[src/rtl/game_flow_controller.sv]
// Game flow FSM: start screen, level reset pulse, play/pause, life loss with serve delay,
// level progression and win/lose screens. All outputs decode from registered state.
module game_flow_controller #(
  parameter  int NUM_LIVES    = 3,
  parameter  int NUM_LEVELS   = 4,
  parameter  int BRICK_W      = 5,
  parameter  int RESET_CYCLES = 4,
  parameter  int SERVE_DELAY  = 50000000,
  localparam int LW           = $clog2(NUM_LIVES + 1),
  localparam int VW           = (NUM_LEVELS > 2) ? $clog2(NUM_LEVELS) : 1
) (
  input  logic               clk,
  input  logic               resetn,
  input  logic               ball_lost,
  input  logic [BRICK_W-1:0] bricks_remaining,
  input  logic               bricks_valid,
  input  logic               spacebar_pressed,
  input  logic               enter_pressed,
  input  logic               pause_pressed,
  input  logic               startscreen_done,
  output logic [2:0]         state_code,
  output logic               show_start_screen,
  output logic               game_over,
  output logic               game_won,
  output logic               paused,
  output logic               game_reset,
  output logic               clear_trigger,
  output logic               serve_reset,
  output logic [LW-1:0]      lives,
  output logic [VW-1:0]      level
);

  localparam logic [2:0] S_START   = 3'd0;
  localparam logic [2:0] S_PLAYING = 3'd1;
  localparam logic [2:0] S_PAUSED  = 3'd2;
  localparam logic [2:0] S_LOST    = 3'd3;
  localparam logic [2:0] S_CLEAR   = 3'd4;
  localparam logic [2:0] S_OVER    = 3'd5;
  localparam logic [2:0] S_WON     = 3'd6;
  localparam logic [2:0] S_RESET   = 3'd7;

  localparam int CW_R = $clog2(RESET_CYCLES);
  localparam int CW_S = $clog2(SERVE_DELAY);
  localparam int CW   = (CW_R > CW_S) ? ((CW_R > 1) ? CW_R : 1) : ((CW_S > 1) ? CW_S : 1);

  localparam logic [CW-1:0] RESET_LAST = CW'(RESET_CYCLES - 1);
  localparam logic [CW-1:0] SERVE_LAST = CW'(SERVE_DELAY - 1);
  localparam logic [LW-1:0] LIVES_INIT = LW'(NUM_LIVES);
  localparam logic [VW-1:0] LEVEL_LAST = VW'(NUM_LEVELS - 1);

  logic [2:0]    state_q, state_d;
  logic [LW-1:0] lives_q, lives_d;
  logic [VW-1:0] level_q, level_d;
  logic [CW-1:0] cnt_q, cnt_d;

  // Counter only advances while staying in a timed state, so every entry starts from zero.
  always_comb begin
    state_d = state_q;
    lives_d = lives_q;
    level_d = level_q;
    cnt_d   = '0;
    case (state_q)
      S_START: begin
        if (startscreen_done && enter_pressed) begin
          state_d = S_RESET;
          lives_d = LIVES_INIT;
          level_d = '0;
        end
      end
      S_RESET: begin
        if (cnt_q == RESET_LAST) state_d = S_PLAYING;
        else                     cnt_d   = cnt_q + 1'b1;
      end
      S_PLAYING: begin
        if (ball_lost) begin
          if (lives_q <= LW'(1)) begin
            lives_d = '0;
            state_d = S_OVER;
          end else begin
            lives_d = lives_q - 1'b1;
            state_d = S_LOST;
          end
        end else if (bricks_valid && (bricks_remaining == '0)) begin
          if (level_q >= LEVEL_LAST) begin
            state_d = S_WON;
          end else begin
            level_d = level_q + 1'b1;
            state_d = S_CLEAR;
          end
        end else if (pause_pressed) begin
          state_d = S_PAUSED;
        end
      end
      S_PAUSED: begin
        if (pause_pressed) state_d = S_PLAYING;
      end
      S_LOST: begin
        if (cnt_q == SERVE_LAST) state_d = S_PLAYING;
        else                     cnt_d   = cnt_q + 1'b1;
      end
      S_CLEAR: begin
        if (spacebar_pressed) state_d = S_RESET;
      end
      S_OVER, S_WON: begin
        if (spacebar_pressed) begin
          state_d = S_RESET;
          lives_d = LIVES_INIT;
          level_d = '0;
        end
      end
      default: begin
        state_d = S_START;
        lives_d = LIVES_INIT;
        level_d = '0;
      end
    endcase
  end

  always_ff @(posedge clk or negedge resetn) begin
    if (!resetn) begin
      state_q <= S_START;
      lives_q <= LIVES_INIT;
      level_q <= '0;
      cnt_q   <= '0;
    end else begin
      state_q <= state_d;
      lives_q <= lives_d;
      level_q <= level_d;
      cnt_q   <= cnt_d;
    end
  end

  assign state_code        = state_q;
  assign show_start_screen = (state_q == S_START);
  assign game_over         = (state_q == S_OVER);
  assign game_won          = (state_q == S_WON);
  assign paused            = (state_q == S_PAUSED);
  assign game_reset        = (state_q == S_RESET);
  assign clear_trigger     = (state_q == S_RESET) && (cnt_q == '0);
  assign serve_reset       = (state_q == S_LOST) && (cnt_q == '0);
  assign lives             = lives_q;
  assign level             = level_q;

endmodule

[config.mk]
export PLATFORM = sky130hd
export DESIGN_NAME = game_flow_controller
export DESIGN_NICKNAME = d
export VERILOG_FILES = /design/src/rtl/game_flow_controller.sv
export SDC_FILE = /design/constraint.sdc
export NUM_CORES = 1
export LEC_CHECK = 0
export ABC_AREA = 1
export CAP_MARGIN = 0
export CELL_PAD_IN_SITES_DETAIL_PLACEMENT = 1
export CELL_PAD_IN_SITES_GLOBAL_PLACEMENT = 1
export CORE_AREA = 2 2 102 55
export DETAILED_ROUTE_END_ITERATION = 10
export DIE_AREA = 0 0 104 57
export DONT_BUFFER_PORTS = 1
export GPL_ROUTABILITY_DRIVEN = 1
export PLACE_DENSITY = 0.85
export SLEW_MARGIN = 20
export SYNTH_ARGS = -nofsm -noshare
export SYNTH_HDL_FRONTEND = slang
export SYNTH_SLANG_ARGS = --single-unit
export TNS_END_PERCENT = 50
[constraint.sdc]
create_clock -name clk -period 2 [get_ports clk]
set_clock_uncertainty 0.05 [all_clocks]
set_input_delay 0.4 -clock clk [delete_from_list [all_inputs] [get_ports clk]]
set_output_delay 0.4 -clock clk [all_outputs]
set_load 0.01 [all_outputs]
Word-level counts from Yosys, hierarchy flattened --
Cells that the tools add are included.
Storage, ports and cells: input bits 13, output and inout bits 14, register bits after elaboration 33, logic and storage cells 67
Operators by class: equality and inequality tests 20, add/sub/neg operators 3, $lt $le $gt $ge 2, muxes and demuxes 25, reduce and logical (&&, ||, !) cells 13
Operators by type and width (number):
- 26-bit 2-to-1 mux | 2
- 26-bit one-hot mux with 2 select lines | 1
- 3-bit 2-to-1 mux | 9
- 26-bit by 1-bit adder with 26-bit output (second input constant) | 1
- 26-bit by 2-bit == test with 1-bit output (second input constant) | 1
- 26-bit == test (second input constant) | 1
- 26-bit logical NOT | 1
- 2-bit 2-to-1 mux | 10
- 3-bit one-hot mux with 6 select lines | 1
- 2-bit inequality test (second input constant) | 7
- 3-bit == test (second input constant) | 4
- 2-bit one-hot mux with 3 select lines | 2
- 6-bit AND reduction | 2
- 3-bit by 2-bit == test with 1-bit output (second input constant) | 2
- 2-bit by 1-bit inequality test with 1-bit output (second input constant) | 3
- 5-bit logical NOT | 1
- 1-bit logical AND | 4
- 4-bit inequality test (second input constant) | 1
- 4-bit AND reduction | 1
- 3-bit by 1-bit == test with 1-bit output (second input constant) | 1
- 3-bit logical NOT | 1
- 3-bit nonzero test | 1
- 3-bit OR reduction | 1
- 2-bit by 1-bit adder with 2-bit output (second input constant) | 1
- other kinds (4) | 4

Depth between registers and ports, before layout --
word-level depth 5, mapped depth 11, gate-level depth less buffers 10

Least setup slack after synthesis --
No wires, ideal clock.
path kind register to register, start register cnt_q[0], end register cnt_q[0], buffers on the path 1, slack 0.397 ns, clock period less this slack 1.603 ns, data required time 1.828 ns, cell stages (with the launch flop) 12, setup time 0.122 ns, data arrival time 1.431 ns, cells stage by stage dfrtp_1 -> ha_1 -> nand2_2 -> nor2_4 -> nand2_1 -> nor2_1 -> nand2_1 -> nand2_2 -> nand2_4 -> inv_4 -> buf_6 -> nor2_1
On the way: cells in the longest elaborated chain, start to end 3, elaborated cells on any way between the ends 6, those cells by class 1 x add/sub; 2 x eq/ne; 3 x mux
Ends and longest elaborated chain:
- start: declaration | RTL line 54 | logic [CW-1:0] cnt_q, cnt_d;
- start signal: assignment | RTL line 129 | cnt_q <= cnt_d;
- 26-bit by 1-bit adder with 26-bit output (tied with other cells) | RTL line 72, 99
- 26-bit 2-to-1 mux, on equally long branches | RTL line 98, 71
- 26-bit one-hot mux with 2 select lines (*) | RTL line 62 | case (state_q)
- named net cnt_d[0] | RTL line 54
Mark *: on every way through the listed nets, which the timed path passes. The rest lies on a longest branch. A chain may end at the register's enable or synchronous reset.

Worst setup path in the final report --
start register cnt_q[17], end output port clear_trigger
On the way: cells in the longest elaborated chain, start to end 2
Ends and longest elaborated chain:
- 26-bit logical NOT | RTL line 139 | assign clear_trigger = (state_q == S_RESET) && (cnt_q == '0);
- 1-bit logical AND | RTL line 139
- end: declaration | RTL line 27 | output logic clear_trigger,
No other way between the ends.

==> impl_metrics.ini <==
[status]
status = completed

[floorplan]
pin_count = 27
fp.dieArea_mm2 = 0.00593
fp.coreArea_mm2 = 0.00513
fp.dieH_um = 57
die_width_um = 104
start_util_pct = 42.4
std_cell_rows = 19

[clocking]
cts_htree_levels = 2
cts.sink_count = 33
cts-root-to-sink-buffers = 2
tritoncts_clock_tree = built
cts_root_buf = sky130_fd_sc_hd__clkbuf_8
clock_latency_ps = 290
cts_bufs_inserted = 5
clk_transition_reported_paths_ps = 70

[synth]
dominantRegCellSynth = sky130_fd_sc_hd__dfrtp_1
synth_largest_type_area_fraction_pct = 35.6
yosysWarningCount = 0
synth_cell_type_count = 24
synth.yosys.seq_area_share_pct = 38.0
synth_enable_flop_cells = 0
syn-mean-instance-area_um2 = 6.60
synthCells = 330
ranking_of_synthesized_cells_by_area = sky130_fd_sc_hd__dfrtp_1, sky130_fd_sc_hd__nand2_1, sky130_fd_sc_hd__nor2_1
synth_nets = 346
ys_ff_latch = 33
ys_async_rst_share_pct = 100
mapped_area_mm2 = 0.00218
netlist.top_cell.by_area = sky130_fd_sc_hd__dfrtp_1

[final_layout]
diode_insertion_count_for_antenna_repair = 0
finalInstanceArea_mm2 = 0.00248
num-fill-cells = 689
final_layout_size_suffix_gt1_share_pct = 14.2
final_nets = 360
syn2layout_area_growth_pct = 13.9

[critical_path]
cp.required_ps = 1550
cp_common_cell = sky130_fd_sc_hd__nor2_2
start_kind = flip-flop
timing_worst_setup_path_type = flip-flop to output port
crit_path_top_delay_cell = sky130_fd_sc_hd__dfrtp_2
worst_setup_path_end_kind = output port
r2r_start = cnt_q[0]
timing.critical_path.cells = nor2_2 -> nand3_1 -> nor2_2 -> nand3_2 -> nor3_4
signal_arrival_time_at_the_worst_endpoint_ps = 1540
timing.critical_path.fanout_max = 6
cp_slowest_stage_delay_ps = 460
cp.buffers_inverters = 0
cp_launch_point = cnt_q[17]
cpLargestDelayFamily = simple AND/OR/NAND/NOR gates

[sta]
setup-tns-final_ps = 0
fmax_mhz = 503
worst-slew-pin-transition_ps = 355
hold_viol = 0
unrepaired_setup_endpoints_after_global_routing = true
maxSlewViolCount = 0
layout_min_cycle_time_ps = 1990
finalSetupViolations = 0
post-route-period-util_pct = 99.4
timing.max_slew.rel_slack_pct = 76.3

[run]
number_of_maximum_capacitance_constraint_violations = 0

[global_route]
grt_usage_pct = 23.8
globalRoute.totalOverflow = 0
antenna_violations_before_repair = 0
pin_count_of_the_biggest_net_entering_global_routing = 34
global_route_wire_length_before_repair_um = 10800
grt_pass1_vias = 2094

[hold_path]
worst_hold_startpoint = ball_lost
hold_path_class = input port to flip-flop

[route]
routed_wire_length_per_instance_um = 15.5
drt-vias-per-instance = 5.07
via_count = 2119
drtPass1Iterations = 4
routed_wl_um = 6490
drc = 0
antenna_violating_nets_post_route = 0
drtIter0Drc = 138

[place]
dp.final_hpwl_um = 4970
gp_congestion = 0.863
port_buffers = 0
postPlaceCellArea_mm2 = 0.00228

[pwr]
clkPwrFrac_pct = 20.4
cellLeakagePower_nw = 1.06
internal_pwr_total_w = 0.00132
switching_power_w = 0.00113
power.share.switching_pct = 46.1
combPwrFrac_pct = 42.4
peak_supply_drop_v = 0.000633
power_density_mw_per_mm2 = 990
p_total_w = 0.00246
seq_power_share_pct = 37.2
path summary, 6_finish.rpt:
| path | slack, ps | to | cells past startpoint |
|---|---|---|---|
| max | 10 | clear_trigger | 5 |
| min | 310 | level[0] | 3 |
| max reg2reg | 100 | cnt_q[16] | 11 |
| min reg2reg | 490 | lives[0] | 2 |
| max in group asynchronous | 1150 | lives[1] | 2 |
| min in group asynchronous | 500 | cnt_q[8] | 2 |
worst min-delay path: cells and delay by family:
| family | cells | cell delay [ps] |
|---|---|---|
| and+or+nand+nor | 3 | 210 |
layout make-up:
class	count	area, um^2	area share (%)
tap	73	91.3	3.68
multi-input combinational	254	1220	49.4
sequential	33	837	33.7
inverter	42	170	6.86
clock buffer	6	72.6	2.92
clock inverter	2	10.0	0.403
timing repair buffer	8	75.1	3.03
timing repair:
item                                   CTS  global route
endpoints found under the hold margin   33             0
gates resized for setup                  3            21
cloned                                   0             0
pin swaps                                0             5
setup buffers                            0             3
setup endpoints to repair                2            18
hold buffers                             2             0
sequential cells by signal, indices dropped and copies added (netlist names):
| signal | flops |
|---|---|
| cnt_q | 26 |
| level | 2 |
| lives | 2 |
| state_code | 3 |
cell families (layout without fill, tap and decap cells):
| group | count (synthesis) | after routing | share of synthesized area [%] |
|---|---|---|---|
| AND/OR/NAND/NOR | 221 | 221 | 43.9 |
| XOR/XNOR | 9 | 9 | 3.62 |
| AO/OA/AOI/OAI | 21 | 21 | 4.88 |
| adder cells (fa/ha/maj) | 3 | 3 | 1.72 |
| buffers and inverters | 43 | 58 | 7.87 |
| flip-flops | 33 | 33 | 38.0 |
cell usage after synthesis, types with 2 or more instances:
master / number
sky130_fd_sc_hd__nor2_2: 4
sky130_fd_sc_hd__nor2_4: 3
sky130_fd_sc_hd__a21oi_1: 10
sky130_fd_sc_hd__ha_1: 3
sky130_fd_sc_hd__nand2_2: 3
sky130_fd_sc_hd__nand4_1: 8
sky130_fd_sc_hd__nor2_1: 77
sky130_fd_sc_hd__inv_1: 40
sky130_fd_sc_hd__o21ai_0: 9
sky130_fd_sc_hd__dfrtp_1: 31
sky130_fd_sc_hd__nand2_1: 84
sky130_fd_sc_hd__xor2_1: 9
sky130_fd_sc_hd__dfstp_2: 2
sky130_fd_sc_hd__nand3_1: 27
sky130_fd_sc_hd__nor3_1: 11
routing by layer:
metal / part of all wire [%] / wire, um / GRT usage, %
met1: 56 / 3640 / 38.4
met2: 38 / 2470 / 30.7
met3: 4.8 / 312 / 4.80
met4: 1.0 / 68 / 8.30
met5: 0 / 0 / 0
cells in the final DEF (no fill, tap or decap), drive strengths merged:
| cell | netlist | final |
|---|---|---|
| inv | 42 | 41 |
| or2 | 1 | 1 |
| clkinv | 0 | 3 |
| clkbuf | 0 | 6 |
| xor2 | 9 | 9 |
| nand2 | 88 | 88 |
| ha | 3 | 3 |
| a21oi | 10 | 10 |
| dlygate4sd3 | 0 | 1 |
| nor3 | 11 | 11 |
| and3 | 1 | 1 |
| nand3 | 28 | 28 |
| nand4 | 8 | 8 |
| a31oi | 1 | 1 |
| dfrtp | 31 | 31 |
| nor2 | 84 | 84 |
| o21ai | 10 | 10 |
| dfstp | 2 | 2 |
| buf | 1 | 7 |
power groups by stage:
stage	combinational [W]	clock, W	sequential (W)
global route	0.00119	0.000559	0.000931
global placement	0.000898	0	0.000912
detailed placement	0.000923	0	0.000922
finish	0.00104	0.000502	0.000914
CTS	0.000958	0.000524	0.000910
floorplan	0.000707	0	0.000882
stage by stage:
stage / instances / hold slack, ps / setup WS [ps] / utilization, %
after floorplan: 330 / 54.4 / 397 / -
after global placement: 405 / 55.5 / 243 / 44.4
after detailed placement: 405 / 55.4 / 153 / 44.4
after CTS: 415 / 293 / -9.47 / 46.8
after global routing: 418 / 325 / -66.2 / 48.3
final: 418 / 308 / 11.3 / 48.3
Power figures use the tool's default switching activity.
